**src/rtl/fft8_sched.sv**
```systemverilog
// rtl/fft8_sched.sv - address/twiddle scheduler for one 8-point radix-2 DIT FFT pass
// Issues 12 butterflies (3 stages x 4) to a shared butterfly unit and strobes the writeback of each.
module fft8_sched (
    input  logic       clk,
    input  logic       reset,
    input  logic       start,
    input  logic       abort,
    input  logic       bf_ack,
    output logic       bf_req,
    output logic [2:0] addr_a,
    output logic [2:0] addr_b,
    output logic [1:0] tw_idx,
    output logic       wr_en,
    output logic [1:0] stage,
    output logic [1:0] bf_cnt,
    output logic       busy,
    output logic       done
);

    localparam logic [1:0] IDLE  = 2'd0;
    localparam logic [1:0] ISSUE = 2'd1;
    localparam logic [1:0] WRITE = 2'd2;
    localparam logic [1:0] DONE  = 2'd3;

    logic [1:0] state;
    logic [1:0] stage_q;
    logic [1:0] cnt_q;
    logic       in_pass;
    logic [2:0] a_raw;
    logic [2:0] b_raw;
    logic [1:0] tw_raw;

    always_ff @(posedge clk or posedge reset) begin
        if (reset) begin
            state   <= IDLE;
            stage_q <= 2'd0;
            cnt_q   <= 2'd0;
        end else begin
            case (state)
                IDLE: begin
                    if (start) begin
                        state   <= ISSUE;
                        stage_q <= 2'd0;
                        cnt_q   <= 2'd0;
                    end
                end
                ISSUE: begin
                    // Abort takes priority over a simultaneous acknowledge.
                    if (abort) begin
                        state   <= IDLE;
                        stage_q <= 2'd0;
                        cnt_q   <= 2'd0;
                    end else if (bf_ack) begin
                        state <= WRITE;
                    end
                end
                WRITE: begin
                    if (abort) begin
                        state   <= IDLE;
                        stage_q <= 2'd0;
                        cnt_q   <= 2'd0;
                    end else if (cnt_q == 2'd3) begin
                        cnt_q <= 2'd0;
                        if (stage_q == 2'd2) begin
                            state   <= DONE;
                            stage_q <= 2'd0;
                        end else begin
                            state   <= ISSUE;
                            stage_q <= stage_q + 2'd1;
                        end
                    end else begin
                        state <= ISSUE;
                        cnt_q <= cnt_q + 2'd1;
                    end
                end
                default: begin
                    state <= IDLE;
                end
            endcase
        end
    end

    // Closed form of a = g*2*half + j, b = a + half, tw = j << (2 - stage).
    always_comb begin
        a_raw  = 3'd0;
        b_raw  = 3'd0;
        tw_raw = 2'd0;
        case (stage_q)
            2'd0: begin
                a_raw  = {cnt_q, 1'b0};
                b_raw  = {cnt_q, 1'b1};
                tw_raw = 2'd0;
            end
            2'd1: begin
                a_raw  = {cnt_q[1], 1'b0, cnt_q[0]};
                b_raw  = {cnt_q[1], 1'b1, cnt_q[0]};
                tw_raw = {cnt_q[0], 1'b0};
            end
            default: begin
                a_raw  = {1'b0, cnt_q};
                b_raw  = {1'b1, cnt_q};
                tw_raw = cnt_q;
            end
        endcase
    end

    // Addresses are zeroed outside an active butterfly so IDLE/reset shows all-zero outputs.
    assign in_pass = (state == ISSUE) || (state == WRITE);
    assign addr_a  = in_pass ? a_raw  : 3'd0;
    assign addr_b  = in_pass ? b_raw  : 3'd0;
    assign tw_idx  = in_pass ? tw_raw : 2'd0;
    assign bf_req  = (state == ISSUE);
    assign wr_en   = (state == WRITE);
    assign busy    = (state != IDLE);
    assign done    = (state == DONE);
    assign stage   = stage_q;
    assign bf_cnt  = cnt_q;

endmodule

```
**config.mk**
```make
export PLATFORM = sky130hd
export DESIGN_NAME = fft8_sched
export DESIGN_NICKNAME = d
export VERILOG_FILES = /design/src/rtl/fft8_sched.sv
export SDC_FILE = /design/constraint.sdc
export NUM_CORES = 1
export LEC_CHECK = 0
export ABC_AREA = 1
export CORE_AREA = 5 5 42 44
export CTS_BUF_LIST = sky130_fd_sc_hd__clkbuf_2
export CTS_CLUSTER_DIAMETER = 120
export DETAILED_ROUTE_END_ITERATION = 8
export DIE_AREA = 0 0 47 49
export PLACE_DENSITY = 0.71
export SYNTH_ARGS = -nofsm -noshare
export SYNTH_HDL_FRONTEND = slang
export SYNTH_SLANG_ARGS = --single-unit
export TNS_END_PERCENT = 20
```
**constraint.sdc**
```tcl
create_clock -name clk -period 1.38 [get_ports clk]
set_input_delay 0.138 -clock clk [delete_from_list [all_inputs] [get_ports clk]]
set_output_delay 0.138 -clock clk [all_outputs]
set_load 0.02 [all_outputs]
```
==> Word-level counts from Yosys, hierarchy flattened <==
Cells that the tools add are included.
{ "word_totals": {"ff_bits": 6, "latch_bits": 0, "ram_bits": 0, "rom_bits": 0, "input_bits": 5, "out_inout_bits": 16, "wordCells": 45, "memories": 0} }
{ "op_classes": {"add_sub_neg": 2, "n_mul": 0, "div": 0, "magnitude_cmp": 0, "eq_ne": 10, "shifts": 0, "muxes": 22, "bitwise_logic": 0, "n_reduce_logical": 8} }
{ "ops": {"columns": ["op", "n"], "rows": [
  ["2-bit 2-to-1 mux", 14],
  ["2-bit case mux with 3 select lines", 3],
  ["3-bit case mux with 2 select lines", 2],
  ["2-bit equality test, second input constant", 4],
  ["3-bit 2-to-1 mux", 2],
  ["2-bit by 1-bit adder with 2-bit output, second input constant", 2],
  ["2-bit by 1-bit equality test with 1-bit output, second input constant", 2],
  ["2-bit zero test", 2],
  ["2-bit inequality test, second input constant", 2],
  ["2-bit case mux with 2 select lines", 1],
  ["4-bit AND reduction", 1],
  ["3-bit by 2-bit inequality test with 1-bit output, second input constant", 1],
  ["3-bit inequality test, second input constant", 1],
  ["3-bit AND reduction", 1],
  ["3-bit nonzero test", 1],
  ["2-bit AND reduction", 1],
  ["2-bit nonzero test", 1],
  ["1-bit logical OR", 1]
]} }

==> Depth between registers and ports, before layout <==
Gate-level depths: netlist (run 1).
{ "depth": {"depth_word": 5, "mapped_depth": 8} }

==> Least setup slack after synthesis (run 1) <==
No wires, ideal clock.
{ "synth_timing": {"kind": "reg2out", "start": "register state[0]", "end": "output addr_b[0]", "t_arrival_ps": 1298, "t_required_ps": 1242, "slack_ps": -56, "path_stages_with_launch": 5, "n_path_buf": 0, "cell_sequence": "dfrtp_1 -> inv_1 -> ha_1 -> inv_1 -> o21ai_0"} }
{ "synth_between": {"elab_chain_len": 3, "elab_cells_between_ends": 4, "classes_between": "eq/ne (2); mux (1); reduce/logical (1)"} }
{ "synth_lines": {"columns": ["item", "line_no", "source"], "rows": [
  ["start, declared", "25", "logic [1:0] state;"],
  ["start signal, assigned", "35", "state <= IDLE;"],
  ["start signal, assigned", "42", "state <= ISSUE;"],
  ["start signal, assigned", "50", "state <= IDLE;"],
  ["2-bit by 1-bit equality test with 1-bit output / 2-bit equality test (equally long branches)", "108", "assign in_pass = (state == ISSUE) || (state == WRITE);"],
  ["1-bit logical OR (*)", "108", null],
  ["3-bit 2-to-1 mux (*)", "110", "assign addr_b = in_pass ? b_raw : 3'd0;"],
  ["end, declared", "11", "output logic [2:0] addr_b,"]
]} }
Every way passes the cells marked *; elsewhere a longest branch is shown, timed or not.

==> Worst setup path after layout (run 1) <==
{ "layout_timing": {"start": "register state[1]", "end": "output addr_b[1]"} }
Same word-level chain as after synthesis.

==> flow_summary.yaml, run 1 <==
logic_synthesis:
  synth.net_count: 88
  synthDistinctLibCells: 14
  syn_area_per_cell_um2: 6.35
  ys_seq_elements: 6
  syn-cell-area_um2: 495
  ys_seq_area_frac: 0.303
  ys_warn_count: 0
  postSynthCellCount: 78
cells_and_area:
  final_layout_size_suffix_gt1_frac: 0.487
  syn_to_final_growth_pct: 86.1
  final_util: 0.658
  diodes: 0
  nets: 127
  num-fill-cells: 137
route:
  dr.max_layer_used: "met4"
  ant_nets: 0
  wl_met2_um: 934
  routed_wl_um: 1760
  via_count: 650
  viasPerCell: 4.96
  drt-initial-drc-count: 12
  met1_length_um: 693
  first_pass_iters: 4
  drc: 0
  routedWlPerCell_um: 13.4
  route.met3.wl_um: 79
placed_design:
  pre_cts_ws_ns: -0.349
  portBuffers: 20
  place_congestion: 0.814
  dp_hpwl_um: 1210
pwr:
  power_density_nw_per_um2: 1810
  ir_drop_mv: 1.14
  fin_total_pwr_uw: 1670
  leakagePower_uw: 0.000522
timing:
  setup_slack_ns: -0.105
  worst_hold_slack_ns: 0.115
  hold_viol: 0
  rsz0062_at_grt: "true"
  min_period_ns: 1.49
  slew_violations: 0
  worst-slew-pin-transition_ns: 0.248
  post-route-period-util: 1.08
  setup_viol: 9
  relSlewSlack: 0.834
  clock.fmax_mhz: 673
  skew_ns: 0.00354
cts:
  clk_path_buf_depth: 2
  cts_max_level: 1
  cts.clk_slew.worst_paths_ns: 0.07
  root_buffer: "clkbuf_2"
  cts.sinks: 6
  clk_latency_ns: 0.23
  cts_buffers: 3
  hold_buffers: 0
  cts_tree: "done"
floorplanning:
  fp.coreArea_um2: 1400
  initial_core_util: 0.354
  dieHeight_um: 49
  dieArea_um2: 2300
  top_level_ports: 21
  rows: 14
  die_w_um: 47
global_route:
  grt_max_degree: 7
  grt_pass1_wl_um: 2610
  antenna_found_initial: 0
  grt_pass1_vias: 622
  overflow: 0
  grt_usage: 0.151
worst_setup_path:
  worst-path-max-fanout: 3
  cp.arrival_ns: 1.35
  crit_slowest_cell: "dfrtp_1"
  start_kind: "flip-flop"
  crit_chain: "inv_2 -> ha_4 -> o21ai_4 -> o21bai_1 -> inv_1 -> buf_6"
  critical_path_class: "reg2out"
  cpPeakStageDelay_ns: 0.37
  end_kind: "primary output"
  required_ns: 1.24
status:
  failed_checks: "setup timing"
  run_status: "complete, but fails checks"
min_path:
  holdCritPathClass: "in2async"
flow_run:
  cap_violations: 0
[worst max-delay path, delay by kind of cell, from the launching register on]
kind / cells / cell delay (ns)
DFF: 1 / 0.37
buffers and inverters: 3 / 0.24
adders and majority gates: 1 / 0.29
AOI/OAI and AO/OA: 2 / 0.22
[Yosys cell counts]
library cell  instances  share of area
o21bai_1              1          0.015
nor2_1               10          0.076
nand3b_1              1          0.015
inv_2                 1         0.0076
a21oi_1               5          0.050
nand2_1              26           0.20
ha_1                  5           0.13
nor3_1                1          0.010
nand3_1               5          0.050
nand2_2               1          0.013
dfrtp_1               6           0.30
inv_1                13          0.098
o21ai_0               2          0.020
o21ai_2               1          0.018
[where the power goes]
group	leakage (uW)	internal, uW	total [uW]	switching (uW)
clock network	0.0000125	59.2	134	74.7
logic	0.000430	565	1280	715
registers	0.0000793	220	255	35.1
[cells by family after synthesis]
family	synth area share
AOI/OAI and AO/OA	0.104
adders and majority gates	0.126
buffers and inverters	0.106
DFF	0.303
and+or+nand+nor	0.361
[per-stage QoR]
| step | setup TNS [ns] | area (um^2) | cells |
|---|---|---|---|
| floorplan | -0.0223 | 495 | 78 |
| global placement | -2.27 | 813 | 127 |
| detailed placement | -2.67 | 813 | 127 |
| CTS | -0.160 | 838 | 130 |
| global route | -1.06 | 922 | 131 |
| finish | -0.279 | 922 | 131 |
[cell type report]
cell class	instances	area, um^2	area share
sequential	6	151	0.164
tap	16	20.0	0.0217
inverter	14	52.6	0.0570
multi-input combinational	58	408	0.442
timing repair buffer	34	275	0.299
clock buffer	3	15.0	0.0163
[cells in the final DEF, fill, tap and decap left out, drive strengths merged]
cell type,netlist,final
nand3b,1,1
nand3,5,5
nand2,27,27
ha,5,5
buf,0,25
clkdlybuf4s50,0,4
inv,14,14
o21bai,1,1
nor3,1,1
nor2,10,10
dlygate4sd2,0,4
a21oi,5,5
o21ai,3,3
dfrtp,6,6
clkbuf,0,4
[registers in the layout, indices dropped and copies added (netlist names)]
register,cells
state,2
bf_cnt,2
stage,2
[final timing paths]
| path | start | end | slack, ns | depth (start not counted) |
|---|---|---|---|---|
| setup / recovery | state[1]$_DFFE_PP0P_ | addr_b[1] | -0.11 | 6 |
| max in group asynchronous | reset | bf_cnt[0]$_DFFE_PP0P_ | 1.04 | 2 |
| hold / removal | reset | bf_cnt[1]$_DFFE_PP0P_ | 0.12 | 2 |
| setup reg to reg | bf_cnt[0]$_DFFE_PP0P_ | stage[1]$_DFFE_PP0P_ | -0.01 | 6 |
| hold reg to reg | stage[0]$_DFFE_PP0P_ | stage[0]$_DFFE_PP0P_ | 0.60 | 3 |
| min in group clk | stage[0]$_DFFE_PP0P_ | stage[0]$_DFFE_PP0P_ | 0.60 | 3 |
[per-layer routing]
layer  up-vias  track usage
li1        315            -
met1       306        0.185
met2        22        0.251
met3         7       0.0221
met4         0       0.0645
met5         -            0
[what timing repair did]
action,in CTS,in global routing
pin swaps,2,11
gates resized for setup,73,23
setup buffers,0,3
setup endpoints to repair,20,15
Power figures use the tool's default switching activity.
==> run 2: changes to the inputs <==
ABC_AREA = 0   (was 1)
HOLD_SLACK_MARGIN = 0.05   (was default)
PLACE_DENSITY = 0.73   (was 0.71)
==> flow_summary.yaml, run 2 <==
status:
  run_status: "complete, but fails checks"
  failed_checks: "setup timing"
pwr:
  clkPwrFrac: 0.095
  switching_share: 0.412
  power.switching_uw: 532
  power_density_nw_per_um2: 1430
  leakagePower_uw: 0.000459
  ir_drop_mv: 0.971
  internal-power_uw: 759
  combPwrFrac: 0.723
  pwr-share-seq: 0.182
route:
  routed_wl_um: 1570
  first_pass_iters: 5
  viasPerCell: 4.90
  ant_nets: 0
  drc: 0
  via_count: 534
  drt-initial-drc-count: 11
  routedWlPerCell_um: 14.4
global_route:
  grtUsageMet3: 0.0590
  met1_usage: 0.188
  overflow: 0
  antenna_found_initial: 0
  grt_pass1_wl_um: 2490
  grt_usage: 0.150
  grt.busiest_layer: "met2"
  grt_pass1_vias: 532
  grt_max_degree: 9
  grtUsageMet2: 0.240
logic_synthesis:
  synth_top_area_cell: "dfrtp_1"
  async_reset_ff_frac: 1.00
  synth.net_count: 66
  synth_area_leaders: "dfrtp_1 29%, ha_1 12%, mux2_4 5.8%, inv_1 4.3%, o21ai_0 3.8%"
  ys_warn_count: 0
  ys_seq_area_frac: 0.288
  postSynthCellCount: 56
  syn_area_per_cell_um2: 9.32
  ys_seq_elements: 6
  synth_top_area_frac: 0.288
  yosys-top-cells-count: "6 x dfrtp_1, 6 x inv_1, 5 x ha_1, 5 x nor2_1, 4 x o21ai_0"
  synth-edff-count: 0
  syn-cell-area_um2: 522
  synth_ff_type: "dfrtp_1"
  synthDistinctLibCells: 27
worst_setup_path:
  crit_slowest_cell: "dfrtp_1"
  start_kind: "flip-flop"
  crit_chain: "inv_2 -> buf_6 -> ha_4 -> nor2b_4 -> nor3_4 -> mux2_4"
  cp.buffers_inverters: 2
  required_ns: 1.48
  critical_path_class: "reg2reg"
  cpPeakStageDelay_ns: 0.37
  crit_family: "flip-flops"
  worst-path-max-fanout: 4
  end_kind: "flip-flop"
  rrSetupSlack_ns: -0.11
  cp.arrival_ns: 1.59
cts:
  clk_path_buf_depth: 2
  cts_tree: "done"
  cts_max_level: 1
  root_buffer: "clkbuf_2"
  cts.clk_slew.worst_paths_ns: 0.06
  clk_latency_ns: 0.22
  cts_buffers: 3
  hold_buffers: 0
  cts.sinks: 6
cells_and_area:
  mostFrequentLayoutCell: "buf_4"
  nets: 105
  syn_to_final_growth_pct: 73.6
  final_layout_size_suffix_gt1_frac: 0.484
  diodes: 0
  final_cell_mix: "16 x buf_4, 7 x buf_6, 5 x nor2_1, 5 x dfrtp_1"
timing:
  final.setup.tns_ns: -0.508
  rsz0062_at_grt: "true"
  slew_violations: 0
  skew_ns: 0.00344
  post-route-period-util: 1.08
  setup_viol: 12
  setup_slack_ns: -0.111
  min_period_ns: 1.49
  worst_hold_slack_ns: 0.130
  hold_viol: 0
  worst-slew-pin-transition_ns: 0.448
  clock.fmax_mhz: 671
  relSlewSlack: 0.701
floorplanning:
  dieHeight_um: 49
  die_w_um: 47
  rows: 14
  initial_core_util: 0.372
  top_level_ports: 21
  fp.coreArea_um2: 1400
  dieArea_um2: 2300
placed_design:
  portBuffers: 20
  dp_hpwl_um: 1160
  place_congestion: 0.835
min_path:
  holdCritPathClass: "in2async"
flow_run:
  cap_violations: 0
==> run 2: worst register-to-register path: stages (launching register included) <==
cell and delay (ns):
dfrtp_1 0.37, inv_2 0.06, buf_6 0.11, ha_4 0.15, nor2b_4 0.13, nor3_4 0.23
mux2_4 0.33
==> run 2: cells by family after synthesis <==
kind of cell | share of synthesized area
AO/OA/AOI/OAI | 0.204
flip-flops | 0.288
adder cells (fa/ha/maj) | 0.120
AND/OR/NAND/NOR | 0.278
buffers and inverters | 0.0527
multiplexers | 0.0576
==> run 2: per-layer routing <==
layer	wire length [um]	part of all wire	up-vias
met5	0	0	-
met4	0	0	0
met3	61	0.039	0
met2	851	0.54	12
met1	660	0.42	247
li1	-	-	275
==> run 2: cell type report <==
class                      count  area, um^2
fill                         131         495
multi-input combinational     43         389
clock buffer                   3        15.0
tap                           16        20.0
inverter                       6        22.5
timing repair buffer          35         308
sequential                     6         151
==> run 2: path summary, 6_finish.rpt <==
kind                                       from                     to  cells past startpoint
max                        state[1]$_DFFE_PP0P_  bf_cnt[1]$_DFFE_PP0P_                      6
min                                       reset  bf_cnt[0]$_DFFE_PP0P_                      2
min in group clk           state[1]$_DFFE_PP0P_   state[1]$_DFFE_PP0P_                      3
max reg2reg                state[1]$_DFFE_PP0P_  bf_cnt[1]$_DFFE_PP0P_                      6
min reg2reg                state[1]$_DFFE_PP0P_   state[1]$_DFFE_PP0P_                      3
max in group asynchronous                 reset   stage[1]$_DFFE_PP0P_                      2
==> run 2: what timing repair did <==
item	4_1_cts	5_1_grt
pin swaps	4	4
setup endpoints to repair	21	19
gates resized for setup	57	22
buffers inserted	1	1
==> run 2: metrics by stage <==
step                      setup WS [ns]  cells  utilization  cell area [um^2]  total power, uW
after CTS                        -0.157    108        0.627               878             1240
after detailed placement         -0.362    104        0.599               840             1040
final                            -0.111    109        0.646               906             1290
after global routing             -0.184    109        0.646               906             1400
after floorplan                 -0.0800     56            -               527              694
after global placement           -0.316    104        0.599               840             1030
==> run 2: power groups by stage <==
stage	combinational, uW	sequential [uW]	clock [uW]
6_report	934	236	122
5_1_grt	1020	239	139
3_5_place_dp	808	230	0
3_3_place_gp	800	228	0
2_1_floorplan	452	242	0
4_1_cts	879	229	127
